--- src/rtl/spi_bist_engine_if.sv ---
// Host/responder bundle of the SPI BIST engine; "master" is the engine side, "slave" the host/responder side.
// Widths of the error counter and failing-index fields follow NUM_PATTERNS.
interface spi_bist_engine_if #(
   parameter int WIDTH        = 8,
   parameter int NUM_PATTERNS = 16
);
   localparam int CNT_W = $clog2(NUM_PATTERNS + 1);
   localparam int IDX_W = (NUM_PATTERNS > 1) ? $clog2(NUM_PATTERNS) : 1;

   logic             start;
   logic             mode;
   logic [WIDTH-1:0] user_mosi;
   logic [WIDTH-1:0] user_miso;
   logic             xfer_done;
   logic [WIDTH-1:0] slave_rx_data;
   logic [WIDTH-1:0] master_rx_data;
   logic             xfer_start;
   logic [WIDTH-1:0] mosi_pattern;
   logic [WIDTH-1:0] miso_pattern;
   logic             busy;
   logic             done;
   logic             pass;
   logic             timeout;
   logic [CNT_W-1:0] err_count;
   logic [IDX_W-1:0] first_fail_idx;
   logic             first_fail_mosi;
   logic             first_fail_miso;

   modport master (
      input  start, mode, user_mosi, user_miso, xfer_done, slave_rx_data, master_rx_data,
      output xfer_start, mosi_pattern, miso_pattern, busy, done, pass, timeout,
             err_count, first_fail_idx, first_fail_mosi, first_fail_miso
   );

   modport slave (
      output start, mode, user_mosi, user_miso, xfer_done, slave_rx_data, master_rx_data,
      input  xfer_start, mosi_pattern, miso_pattern, busy, done, pass, timeout,
             err_count, first_fail_idx, first_fail_mosi, first_fail_miso
   );
endinterface

--- src/rtl/spi_bist_engine.sv ---
// SPI loopback BIST: issues NUM_PATTERNS transfers (user or LFSR words) and checks both rx paths.
// 4 cycles per transfer plus responder latency, no overlap; waits on xfer_done up to TIMEOUT cycles.
module spi_bist_engine #(
   parameter int               WIDTH        = 8,
   parameter int               NUM_PATTERNS = 16,
   parameter logic [WIDTH-1:0] SEED         = 8'hF0,
   parameter logic [WIDTH-1:0] TAPS         = 8'hB8,
   parameter int               TIMEOUT      = 64
) (
   input  logic              clk,
   input  logic              reset,
   spi_bist_engine_if.master bus
);
   localparam int CNT_W = $clog2(NUM_PATTERNS + 1);
   localparam int IDX_W = (NUM_PATTERNS > 1) ? $clog2(NUM_PATTERNS) : 1;
   localparam int TMR_W = $clog2(TIMEOUT);
   localparam logic [IDX_W-1:0] LAST_IDX = IDX_W'(NUM_PATTERNS - 1);
   localparam logic [TMR_W-1:0] LAST_TMR = TMR_W'(TIMEOUT - 1);

   typedef enum logic [2:0] {S_IDLE, S_ISSUE, S_WAIT, S_CHECK, S_NEXT, S_DONE} state_t;

   state_t           state_q, state_d;
   logic [WIDTH-1:0] lfsr_q, lfsr_d, lfsr_step;
   logic [IDX_W-1:0] idx_q, idx_d;
   logic [TMR_W-1:0] timer_q, timer_d;
   logic             mode_q, mode_d;
   logic [WIDTH-1:0] umosi_q, umosi_d, umiso_q, umiso_d;
   logic [WIDTH-1:0] rx_s_q, rx_s_d, rx_m_q, rx_m_d;
   logic [CNT_W-1:0] err_q, err_d;
   logic             tmo_q, tmo_d;
   logic [IDX_W-1:0] ff_idx_q, ff_idx_d;
   logic             ff_mosi_q, ff_mosi_d, ff_miso_q, ff_miso_d;
   logic [WIDTH-1:0] mosi_pat, miso_pat;
   logic             mosi_err, miso_err;

   assign lfsr_step = {lfsr_q[WIDTH-2:0], ^(lfsr_q & TAPS)};
   assign mosi_pat  = mode_q ? lfsr_q : umosi_q;
   assign miso_pat  = mode_q ? ~lfsr_q : umiso_q;
   assign mosi_err  = (rx_s_q != mosi_pat);
   assign miso_err  = (rx_m_q != miso_pat);

   always_ff @(posedge clk) begin
      if (reset) state_q <= S_IDLE;
      else       state_q <= state_d;
   end

   always_comb begin
      state_d = state_q;
      case (state_q)
         S_IDLE, S_DONE: if (bus.start) state_d = S_ISSUE;
         S_ISSUE:        state_d = S_WAIT;
         S_WAIT: begin
            if (bus.xfer_done)          state_d = S_CHECK;
            else if (timer_q == LAST_TMR) state_d = S_DONE;
         end
         S_CHECK:        state_d = (idx_q == LAST_IDX) ? S_DONE : S_NEXT;
         S_NEXT:         state_d = S_ISSUE;
         default:        state_d = S_IDLE;
      endcase
   end

   always_comb begin
      bus.xfer_start = (state_q == S_ISSUE);
      bus.busy       = (state_q == S_ISSUE) || (state_q == S_WAIT) ||
                       (state_q == S_CHECK) || (state_q == S_NEXT);
      bus.done       = (state_q == S_DONE);
      bus.pass       = (state_q == S_DONE) && (err_q == '0) && !tmo_q;
   end

   always_comb begin
      lfsr_d    = lfsr_q;    idx_d     = idx_q;     timer_d   = timer_q;
      mode_d    = mode_q;    umosi_d   = umosi_q;   umiso_d   = umiso_q;
      rx_s_d    = rx_s_q;    rx_m_d    = rx_m_q;    err_d     = err_q;
      tmo_d     = tmo_q;     ff_idx_d  = ff_idx_q;  ff_mosi_d = ff_mosi_q;
      ff_miso_d = ff_miso_q;
      case (state_q)
         S_IDLE, S_DONE: begin
            if (bus.start) begin
               err_d     = '0;  tmo_d     = 1'b0; ff_idx_d = '0;
               ff_mosi_d = 1'b0; ff_miso_d = 1'b0; idx_d    = '0;
               lfsr_d    = SEED; mode_d   = bus.mode;
               umosi_d   = bus.user_mosi; umiso_d = bus.user_miso;
            end
         end
         S_ISSUE: timer_d = '0;
         S_WAIT: begin
            if (bus.xfer_done) begin
               rx_s_d = bus.slave_rx_data;
               rx_m_d = bus.master_rx_data;
            end else if (timer_q == LAST_TMR) begin
               tmo_d = 1'b1;
            end else begin
               timer_d = timer_q + 1'b1;
            end
         end
         S_CHECK: begin
            if (mosi_err || miso_err) begin
               err_d = err_q + 1'b1;
               // Only the first failing transfer of a run is recorded.
               if (err_q == '0) begin
                  ff_idx_d  = idx_q;
                  ff_mosi_d = mosi_err;
                  ff_miso_d = miso_err;
               end
            end
         end
         S_NEXT: begin
            lfsr_d = (lfsr_step == '0) ? SEED : lfsr_step;
            idx_d  = idx_q + 1'b1;
         end
         default: ;
      endcase
   end

   always_ff @(posedge clk) begin
      if (reset) begin
         // mode_q resets to LFSR so the idle patterns show SEED / ~SEED.
         lfsr_q    <= SEED; idx_q   <= '0;   timer_q <= '0;  mode_q <= 1'b1;
         umosi_q   <= '0;   umiso_q <= '0;   rx_s_q  <= '0;  rx_m_q <= '0;
         err_q     <= '0;   tmo_q   <= 1'b0; ff_idx_q <= '0;
         ff_mosi_q <= 1'b0; ff_miso_q <= 1'b0;
      end else begin
         lfsr_q    <= lfsr_d;  idx_q   <= idx_d;   timer_q  <= timer_d; mode_q <= mode_d;
         umosi_q   <= umosi_d; umiso_q <= umiso_d; rx_s_q   <= rx_s_d;  rx_m_q <= rx_m_d;
         err_q     <= err_d;   tmo_q   <= tmo_d;   ff_idx_q <= ff_idx_d;
         ff_mosi_q <= ff_mosi_d; ff_miso_q <= ff_miso_d;
      end
   end

   assign bus.mosi_pattern    = mosi_pat;
   assign bus.miso_pattern    = miso_pat;
   assign bus.timeout         = tmo_q;
   assign bus.err_count       = err_q;
   assign bus.first_fail_idx  = ff_idx_q;
   assign bus.first_fail_mosi = ff_mosi_q;
   assign bus.first_fail_miso = ff_miso_q;
endmodule
--- src/flat_wrapper.sv ---
// flat-port wrapper written by rule: the top's interface ports become plain ports
module spi_bist_engine_flat 
#(
   parameter int               WIDTH        = 8,
   parameter int               NUM_PATTERNS = 16,
   parameter logic [WIDTH-1:0] SEED         = 8'hF0,
   parameter logic [WIDTH-1:0] TAPS         = 8'hB8,
   parameter int               TIMEOUT      = 64
)
  (clk, reset, bus_start, bus_mode, bus_user_mosi, bus_user_miso, bus_xfer_done, bus_slave_rx_data, bus_master_rx_data, bus_xfer_start, bus_mosi_pattern, bus_miso_pattern, bus_busy, bus_done, bus_pass, bus_timeout, bus_err_count, bus_first_fail_idx, bus_first_fail_mosi, bus_first_fail_miso);
  spi_bist_engine_if #(.WIDTH(WIDTH), .NUM_PATTERNS(NUM_PATTERNS)) bus_i ();
  input  logic clk;
  input  logic reset;
  input wire logic [$bits(bus_i.start)-1:0] bus_start;
  input wire logic [$bits(bus_i.mode)-1:0] bus_mode;
  input wire logic [$bits(bus_i.user_mosi)-1:0] bus_user_mosi;
  input wire logic [$bits(bus_i.user_miso)-1:0] bus_user_miso;
  input wire logic [$bits(bus_i.xfer_done)-1:0] bus_xfer_done;
  input wire logic [$bits(bus_i.slave_rx_data)-1:0] bus_slave_rx_data;
  input wire logic [$bits(bus_i.master_rx_data)-1:0] bus_master_rx_data;
  output wire logic [$bits(bus_i.xfer_start)-1:0] bus_xfer_start;
  output wire logic [$bits(bus_i.mosi_pattern)-1:0] bus_mosi_pattern;
  output wire logic [$bits(bus_i.miso_pattern)-1:0] bus_miso_pattern;
  output wire logic [$bits(bus_i.busy)-1:0] bus_busy;
  output wire logic [$bits(bus_i.done)-1:0] bus_done;
  output wire logic [$bits(bus_i.pass)-1:0] bus_pass;
  output wire logic [$bits(bus_i.timeout)-1:0] bus_timeout;
  output wire logic [$bits(bus_i.err_count)-1:0] bus_err_count;
  output wire logic [$bits(bus_i.first_fail_idx)-1:0] bus_first_fail_idx;
  output wire logic [$bits(bus_i.first_fail_mosi)-1:0] bus_first_fail_mosi;
  output wire logic [$bits(bus_i.first_fail_miso)-1:0] bus_first_fail_miso;
  assign bus_i.start = bus_start;
  assign bus_i.mode = bus_mode;
  assign bus_i.user_mosi = bus_user_mosi;
  assign bus_i.user_miso = bus_user_miso;
  assign bus_i.xfer_done = bus_xfer_done;
  assign bus_i.slave_rx_data = bus_slave_rx_data;
  assign bus_i.master_rx_data = bus_master_rx_data;
  assign bus_xfer_start = bus_i.xfer_start;
  assign bus_mosi_pattern = bus_i.mosi_pattern;
  assign bus_miso_pattern = bus_i.miso_pattern;
  assign bus_busy = bus_i.busy;
  assign bus_done = bus_i.done;
  assign bus_pass = bus_i.pass;
  assign bus_timeout = bus_i.timeout;
  assign bus_err_count = bus_i.err_count;
  assign bus_first_fail_idx = bus_i.first_fail_idx;
  assign bus_first_fail_mosi = bus_i.first_fail_mosi;
  assign bus_first_fail_miso = bus_i.first_fail_miso;
  spi_bist_engine #(.WIDTH(WIDTH), .NUM_PATTERNS(NUM_PATTERNS), .SEED(SEED), .TAPS(TAPS), .TIMEOUT(TIMEOUT)) u_core (.clk(clk), .reset(reset), .bus(bus_i));
endmodule
--- config.mk ---
export PLATFORM = sky130hd
export DESIGN_NAME = spi_bist_engine_flat
export DESIGN_NICKNAME = d
export VERILOG_FILES = /design/src/rtl/spi_bist_engine_if.sv /design/src/rtl/spi_bist_engine.sv /design/src/flat_wrapper.sv
export SDC_FILE = /design/constraint.sdc
export NUM_CORES = 1
export LEC_CHECK = 0
export BUFFER_PORTS_ARGS = -buffer_cell sky130_fd_sc_hd__buf_2
export CORE_ASPECT_RATIO = 0.8
export CORE_MARGIN = 2
export CORE_UTILIZATION = 30
export DETAILED_ROUTE_END_ITERATION = 10
export PLACE_DENSITY = 0.48
export SETUP_SLACK_MARGIN = 0.02
export SYNTH_ARGS = -nofsm -noshare
export SYNTH_HDL_FRONTEND = slang
export SYNTH_SLANG_ARGS = --single-unit
--- constraint.sdc ---
create_clock -name clk -period 2.5 [get_ports clk]
set_input_delay 0 -clock clk [delete_from_list [all_inputs] [get_ports clk]]
set_output_delay 0 -clock clk [all_outputs]
set_load 0.005 [all_outputs]
# Word level (Yosys, flattened, before mapping)
# Cells that the tools add are included.
classes:
  addsub: 3
  eq_ne: 16
  mux: 31
  bitwise_logic: 1
  reduce_logical: 24
ops:
  columns: ["cell", "n"]
  rows:
  - ["$mux W8", 4]
  - ["$ne A8 B8 Y1", 2]
  - ["$pmux W4 S2", 2]
  - ["$pmux W8 S2", 1]
  - ["$pmux W3 S5", 1]
  - ["$mux W4", 3]
  - ["$mux W6", 2]
  - ["$pmux W6 S2", 1]
  - ["$mux W5", 2]
  - ["$ne A2 B2 Y1 const B", 5]
  - ["$pmux W5 S2", 1]
  - ["$mux W3", 3]
  - ["$logic_not A8 Y1", 1]
  - ["$mux W1", 8]
  - ["$not A8 Y8", 1]
  - ["$reduce_and A2 Y1", 4]
  - ["$reduce_and A4 Y1", 2]
  - ["$reduce_bool A2 Y1", 4]
  - ["$reduce_xor A8 Y1", 1]
  - ["$add A6 B1 Y6 const B", 1]
  - ["$eq A3 B2 Y1 const B", 2]
  - ["$eq A3 B3 Y1 const B", 2]
  - ["$eq A6 B6 Y1 const B", 1]
  - ["$pmux W1 S2", 3]
  - ["other kinds (13)", 18]
totals:
  reg_bits: 66
  wordCells: 89

# Depth between registers and ports, before layout
# Gate-level depths: netlist of run 1.
logic_depth:
  depth_word: 6
  ltp_mapped: 9
  depth_no_buf: 7

# Worst setup path before layout of run 1
# No wires, ideal clock.
synth_timing:
  path_kind: "reg-to-reg"
  from: "register u_core.mode_q"
  to: "register u_core.err_q[0] (netlist: u_core.bus.err_count[0])"
  arrival_time_ns: 2.054
  t_required_ns: 2.435
  slack_ns: 0.381
  path_stages_with_launch: 9
  path_buffers: 1
  path_cell_list: "dfxtp_1 buf_6 mux2_2 xor2_1 nor4_1 nand2_1 o21ai_2 mux2_1 nor2_1"
synth_between:
  elab_chain_cells: 5
  word_cells_on_any_way: 7
  classes_between: "eq/ne: 3; mux: 2; reduce/logical: 2"
synth_rtl:
  columns: ["item", "line_no", "text"]
  rows:
  - ["start: declaration", "spi_bist_engine.sv:26", "logic mode_q, mode_d;"]
  - ["start signal: assignment", "spi_bist_engine.sv:123", "lfsr_q <= lfsr_d; idx_q <= idx_d; timer_q <= timer_d; mode_q <= mode_d;"]
  - ["$mux W8", "spi_bist_engine.sv:37", "assign mosi_pat = mode_q ? lfsr_q : umosi_q;"]
  - ["net bus_mosi_pattern[2]", "flat_wrapper.sv:22", "output wire logic [$bits(bus_i.mosi_pattern)-1:0] bus_mosi_pattern;"]
  - ["$ne A8 B8 Y1", "spi_bist_engine.sv:39", "assign mosi_err = (rx_s_q != mosi_pat);"]
  - ["$logic_or A1 B1 Y1", "spi_bist_engine.sv:97", "if (mosi_err || miso_err) begin"]
  - ["$ne A2 B2 Y1 (no source line)", null, null]
  - ["$reduce_and A3 Y1 (no source line)", null, null]
  - ["end signal: assignment", "spi_bist_engine.sv:125", "err_q <= err_d; tmo_q <= tmo_d; ff_idx_q <= ff_idx_d;"]
  - ["end: declaration", "spi_bist_engine.sv:29", "logic [CNT_W-1:0] err_q, err_d;"]
# The timed path passes the listed nets, and every way through them passes these cells.
# A chain may end at the register's enable or synchronous reset.

# Worst setup path in the final report of run 1
layout_timing:
  from: "register u_core.mode_q"
  to: "register u_core.err_q[0] (netlist: u_core.bus.err_count[0])"
layout_between:
  elab_chain_cells: 5
  word_cells_on_any_way: 7
  classes_between: "eq/ne: 3; mux: 2; reduce/logical: 2"
layout_rtl:
  columns: ["item", "line_no"]
  rows:
  - ["$mux W8 (on tied branches)", "spi_bist_engine.sv:37, spi_bist_engine.sv:38"]
  - ["$ne A8 B8 Y1 (on tied branches)", "spi_bist_engine.sv:39, spi_bist_engine.sv:40"]
  - ["$logic_or A1 B1 Y1 *", "spi_bist_engine.sv:97"]
  - ["$ne A2 B2 Y1 (no source line) *", null]
  - ["$reduce_and A3 Y1 (no source line) *", null]
# Every way passes the cells marked *; elsewhere a longest branch is shown, timed or not.

==> flow_metrics.env, run 1 <==
export IMPL_synth_warnings=0
export IMPL_synthCells=410
export IMPL_cp_max_fo=6
export IMPL_syn_nets=451
export IMPL_final_area_mm2=0.00435
export IMPL_synth_area_per_cell_um2=7.80
export IMPL_drv_cap=0
export IMPL_grt_pass1_wl_um=14700
export IMPL_synthMuxAreaShare_pct=3.83
export IMPL_grt_pass1_vias=2864
export IMPL_layout_drive_gt1_share_pct=22.1
export IMPL_dpl_hpwl_um=6500
export IMPL_rsz0062_at_grt="false"
export IMPL_layout_common_cells="nand2_1 (87), buf_2 (68), dfxtp_1 (66), a21oi_1 (52), dlygate4sd3_1 (33)"
export IMPL_post_route_period_util_pct=94.2
export IMPL_arrival_ns=2.61
export IMPL_via_per_inst=4.73
export IMPL_cts_tree="done"
export IMPL_pre_cts_ws_ns=0.0191
export IMPL_r2r_start="u_core.mode_q"
export IMPL_dieArea_mm2=0.0115
export IMPL_numCtsBuffers=9
export IMPL_seq_area_frac_synth_pct=41.3
export IMPL_dpl_instance_area_mm2=0.00370
export IMPL_clkSlewWorstSetupHoldPaths_ns=0.05
export IMPL_finalHoldWorstSlack_ns=0.0199
export IMPL_start_util_pct=31.0
export IMPL_worstPathRequired_ns=2.76
export IMPL_synth_xor_area_share_pct=4.66
export IMPL_drc=0
export IMPL_numClockSinks=66
export IMPL_period_minus_slack_ns=2.35
export IMPL_first_pass_iters=5
export IMPL_fin_nets=552
export IMPL_clock_latency_ns=0.32
export IMPL_ys_types=46
export IMPL_worst_slack_ns=0.145
export IMPL_max_freq_ghz=0.425
export IMPL_final_util_pct=42.1
export IMPL_outcome="completed"
export IMPL_drt_iter0_drc=136
export IMPL_num_rows=33
export IMPL_ioPinCount=69
export IMPL_tightest_slew_ns=0.688
export IMPL_cts_max_level=3
export IMPL_die_w_um=119
export IMPL_clk_path_buf_depth=2
export IMPL_port_buffers=68
export IMPL_gp_congestion=0.787
export IMPL_setup_worst_path_end_class="flip-flop"
export IMPL_seq_area_mm2=0.00132
export IMPL_antenna_left=0
export IMPL_worstReg2RegEnd="u_core.bus.err_count[0]"
export IMPL_synth_compound_area_share_pct=15.1
export IMPL_ir_drop_mv=0.404
export IMPL_die_h_um=96.4
export IMPL_hold_viol=0
export IMPL_grt_max_degree=42
export IMPL_leakage_nw=1.73
export IMPL_swShare_pct=23.8
export IMPL_power_density_mw_per_mm2=624
export IMPL_finalSetupViolCount=0
export IMPL_syn_to_final_growth_pct=36.0
export IMPL_synth_edf_count=0
export IMPL_fin_skew_ns=0.00812
export IMPL_synth_area_mm2=0.00320
export IMPL_multiInputGateArea_mm2=0.00177
export IMPL_coreArea_mm2=0.0103
export IMPL_async_reset_ff_share_pct=0
export IMPL_cp_startpoint="u_core.mode_q"
export IMPL_worstHoldStart="bus_start"
export IMPL_pwr_share_clk_pct=46.5
export IMPL_worstRegToRegCells=8
export IMPL_dr_total_vias=3103
export IMPL_antenna_cells=0
export IMPL_fillCellCount=1095
export IMPL_drt_wl_total_um=9120
export IMPL_track_usage_pct=16.5
export IMPL_synthAdderAreaFrac_pct=1.56
export IMPL_switchingPower_w=0.000646
export IMPL_rrSetupSlack_ns=0.15
export IMPL_power_share_sequential_pct=40.8
export IMPL_synth_top_family_by_area="simple AND/OR/NAND/NOR gates"
export IMPL_intPower_w=0.00207
export IMPL_yosys_area_share_simple_pct=29.7
export IMPL_crit_type="reg -> reg"
export IMPL_pwr_share_comb_pct=12.6
export IMPL_synth_ff_type="dfxtp_1"
export IMPL_mostFrequentLayoutCell="nand2_1"
export IMPL_crit_end="u_core.bus.err_count[0]"
export IMPL_antenna_found_initial=0
export IMPL_ys_ff_latch=66
export IMPL_worstSetupStartpointType="flip-flop"
export IMPL_relSlewSlack_pct=54.0
export IMPL_cts_root_buf="clkbuf_16"
export IMPL_hold_class="in -> reg"
export IMPL_overflow=0
export IMPL_drv_slew=0
export IMPL_fin_tns_setup_ns=0
export IMPL_wire_per_inst_um=13.9
-- sequential cells by signal, indices dropped and copies added (netlist names) --
name and cells:
u_core.bus.err_count 5, u_core.bus.first_fail_idx 4, u_core.bus.first_fail_miso 1, u_core.bus.first_fail_mosi 1
u_core.bus.timeout 1, u_core.idx_q 4, u_core.lfsr_q 8, u_core.mode_q 1
u_core.rx_m_q 8, u_core.rx_s_q 8, u_core.state_q 3, u_core.timer_q 6
u_core.umiso_q 8, u_core.umosi_q 8
-- worst min path at each step --
stage	end	slack, ns	depth (start not counted)
6_report	u_core.state_q[1]	0.02	3
3_3_place_gp	u_core.umiso_q[1]	0.24	3
4_1_cts	u_core.state_q[1]	0.01	3
2_1_floorplan	u_core.mode_q	0.12	2
3_5_place_dp	u_core.umiso_q[4]	0.25	3
5_1_grt	u_core.state_q[1]	0.03	3
-- Yosys cell counts, types with 4 or more instances --
master / count / share of area [%]
nand2_1: 87 / 10
dfxtp_1: 66 / 41
a21oi_1: 52 / 8.1
nor2_1: 31 / 3.6
nand3_1: 20 / 3.1
clkbuf_1: 17 / 2.0
o21ai_0: 13 / 2.0
xor2_1: 13 / 3.6
and2_1: 9 / 1.8
mux2_2: 9 / 3.2
nor3_1: 9 / 1.4
nand2b_1: 6 / 1.2
o211ai_1: 6 / 1.4
inv_1: 5 / 0.59
ha_1: 4 / 1.6
nand4b_1: 4 / 1.1
nor2b_1: 4 / 0.78
o22ai_1: 4 / 0.78
or3_1: 4 / 0.78
xnor2_1: 4 / 1.1
-- stage by stage --
stage / std cells / total power, W
2_1_floorplan: 410 / 0.00131
5_1_grt: 656 / 0.00285
3_3_place_gp: 607 / 0.00143
3_5_place_dp: 607 / 0.00143
6_report: 656 / 0.00271
4_1_cts: 656 / 0.00275
-- routing by layer --
layer / vias to the layer above / wire (um) / GRT usage (%)
li1: 1609 / - / -
met4: 0 / 77 / 4.71
met1: 1417 / 4880 / 23.5
met5: - / 0 / 0
met2: 70 / 3730 / 23.7
met3: 7 / 433 / 5.45
-- cell families after synthesis --
group                    count (synthesis)
multiplexers                            11
AO/OA/AOI/OAI                           85
flip-flops                              66
adder cells (fa/ha/maj)                  4
XOR/XNOR                                17
AND/OR/NAND/NOR                        199
buffers and inverters                   28
-- what timing repair did --
action | CTS | global route
endpoints found under the setup margin | 1 | 7
hold buffers | 33 | 0
buffers inserted | 0 | 0
gates resized for setup | 1 | 2
endpoints found under the hold margin | 33 | 0
gates cloned | 0 | 0
-- critical path: stages (launching register included) --
cell and delay [ns]:
dfxtp_1 0.43, buf_4 0.19, mux2_2 0.35, xor2_1 0.15, nor4_2 0.34, nand2_1 0.22, o21ai_2 0.19, mux2_1 0.33
nor2_1 0.09
-- power groups by stage --
stage	Combinational (W)	Clock, W	Sequential, W
global route	0.000382	0.00136	0.00111
detailed placement	0.000300	0	0.00113
floorplan	0.000197	0	0.00112
finish	0.000342	0.00126	0.00111
global placement	0.000299	0	0.00113
CTS	0.000343	0.00130	0.00111
-- cell type report --
type | count | area share (%)
clock buffer | 14 | 6.07
clock inverter | 2 | 0.806
inverter | 5 | 0.432
multi-input combinational | 316 | 40.7
sequential | 66 | 30.4
tap | 140 | 4.03
timing repair buffer | 113 | 17.6
No activity file was read; power rests on OpenSTA's default activity.
==> inputs of run 2 (changes only) <==
- CORE_UTILIZATION: 30 -> 45
- PLACE_DENSITY: 0.48 -> 0.67
==> run 2 against run 1 <==
  * Utilization increased by 18 points
  * Sequential share of layout area grew 1.3 points
  * Sequential power about the same
  * Sequential cell count is the same
  * Via count is 0.68% higher
  * Cell count fell by 8.5%
  * Worst setup slack improved by 0.067 ns
  * Power shrank 12%
  * Critical endpoint unchanged
==> flow_metrics.env, run 2 (synthesized netlist as in run 1, its figures left out) <==
export IMPL_leakage_nw=1.67
export IMPL_post_route_period_util_pct=91.5
export IMPL_multiInputGateArea_mm2=0.00178
export IMPL_die_w_um=98.3
export IMPL_outcome="completed"
export IMPL_drv_slew=0
export IMPL_antenna_cells=0
export IMPL_drt_iter0_drc=166
export IMPL_power_density_mw_per_mm2=572
export IMPL_drv_cap=0
export IMPL_worstReg2RegEnd="u_core.bus.err_count[0]"
export IMPL_hold_viol=0
export IMPL_fin_tns_setup_ns=0
export IMPL_gp_congestion=0.820
export IMPL_drc=0
export IMPL_ir_drop_mv=0.420
export IMPL_dieArea_mm2=0.00780
export IMPL_port_buffers=68
export IMPL_max_freq_ghz=0.437
export IMPL_cts_tree="done"
export IMPL_dpl_hpwl_um=5720
export IMPL_seq_area_mm2=0.00132
export IMPL_hold_class="in -> reg"
export IMPL_coreArea_mm2=0.00689
export IMPL_grt_pass1_wl_um=13400
export IMPL_pre_cts_ws_ns=0.111
export IMPL_fillCellCount=652
export IMPL_worstRegToRegCells=8
export IMPL_die_h_um=79.4
export IMPL_finalSetupViolCount=0
export IMPL_grt_max_degree=41
export IMPL_antenna_found_initial=0
export IMPL_period_minus_slack_ns=2.29
export IMPL_arrival_ns=2.56
export IMPL_via_per_inst=5.21
export IMPL_tightest_slew_ns=0.751
export IMPL_ioPinCount=69
export IMPL_numCtsBuffers=9
export IMPL_worstSetupStartpointType="flip-flop"
export IMPL_r2r_start="u_core.mode_q"
export IMPL_cp_max_fo=12
export IMPL_first_pass_iters=4
export IMPL_crit_type="reg -> reg"
export IMPL_mostFrequentLayoutCell="nand2_1"
export IMPL_cts_root_buf="clkbuf_8"
export IMPL_wire_per_inst_um=13.6
export IMPL_grt_pass1_vias=2874
export IMPL_num_rows=27
export IMPL_layout_common_cells="nand2_1 (87), buf_2 (68), dfxtp_1 (65), a21oi_1 (52), dlygate4sd3_1 (34)"
export IMPL_layout_drive_gt1_share_pct=21.8
export IMPL_fin_skew_ns=0.00615
export IMPL_rsz0062_at_grt="false"
export IMPL_crit_end="u_core.bus.err_count[0]"
export IMPL_clk_path_buf_depth=2
export IMPL_relSlewSlack_pct=49.9
export IMPL_cts_max_level=3
export IMPL_clock_latency_ns=0.34
export IMPL_worst_slack_ns=0.212
export IMPL_drt_wl_total_um=8130
export IMPL_track_usage_pct=21.5
export IMPL_setup_worst_path_end_class="flip-flop"
export IMPL_fin_nets=550
export IMPL_syn_to_final_growth_pct=30.5
export IMPL_clkSlewWorstSetupHoldPaths_ns=0.07
export IMPL_antenna_left=0
export IMPL_dr_total_vias=3124
export IMPL_start_util_pct=46.4
export IMPL_overflow=0
export IMPL_numClockSinks=66
export IMPL_worstPathRequired_ns=2.77
export IMPL_cp_startpoint="u_core.mode_q"
export IMPL_rrSetupSlack_ns=0.21
## run 2: worst min-delay path by stage
stage                         startpoint           endpoint  slack (ns)  depth (start not counted)
global route               bus_xfer_done  u_core.timer_q[0]        0.11                          4
detailed placement              bus_mode      u_core.mode_q        0.24                          3
global placement    bus_slave_rx_data[2]   u_core.rx_s_q[2]        0.24                          3
CTS                        bus_xfer_done  u_core.timer_q[0]        0.07                          4
finish                     bus_xfer_done  u_core.timer_q[0]        0.08                          4
floorplan                       bus_mode      u_core.mode_q        0.12                          2
## run 2: critical path, stage by stage, from the launching register on
cell and delay [ns]:
dfxtp_2 0.36, buf_4 0.18, or2b_4 0.26, nand3_1 0.08, nand4b_1 0.13, or4_4 0.62
o21ai_2 0.18, mux2_1 0.33, nor2_1 0.09
## run 2: per-stage QoR
step	hold WS, ns	std cells	total power (W)	instance area, um^2	utilization [%]
floorplan	0.124	410	0.00131	3200	-
global placement	0.240	550	0.00141	3610	52.3
detailed placement	0.240	550	0.00142	3610	52.3
CTS	0.0669	599	0.00241	4150	60.2
global route	0.111	600	0.00249	4170	60.6
finish	0.0778	600	0.00239	4170	60.6
## run 2: where the power goes
| part | internal, W | leakage [nW] | switching (W) |
|---|---|---|---|
| registers | 0.00108 | 0.535 | 0.0000248 |
| clock network | 0.000556 | 0.100 | 0.000392 |
| logic | 0.000156 | 1.03 | 0.000178 |
## run 2: repair_timing
item | CTS | global route
endpoints found under the hold margin | 34 | 0
setup buffers | 0 | 1
hold buffers | 34 | 0
setup endpoints to repair | 0 | 11
resized for setup | 0 | 5
## run 2: layout make-up
type	instances	area share, %
inverter	5	0.450
timing repair buffer	111	17.9
sequential	66	31.7
tap	87	2.61
clock inverter	3	1.56
multi-input combinational	316	42.5
clock buffer	12	3.24
## run 2: per-layer routing
metal | track usage [%] | vias up | wire [um]
li1 | - | 1604 | -
met1 | 28.7 | 1439 | 3910
met2 | 33.3 | 71 | 3610
met3 | 7.71 | 10 | 512
met4 | 5.48 | 0 | 107
met5 | 0 | - | 0
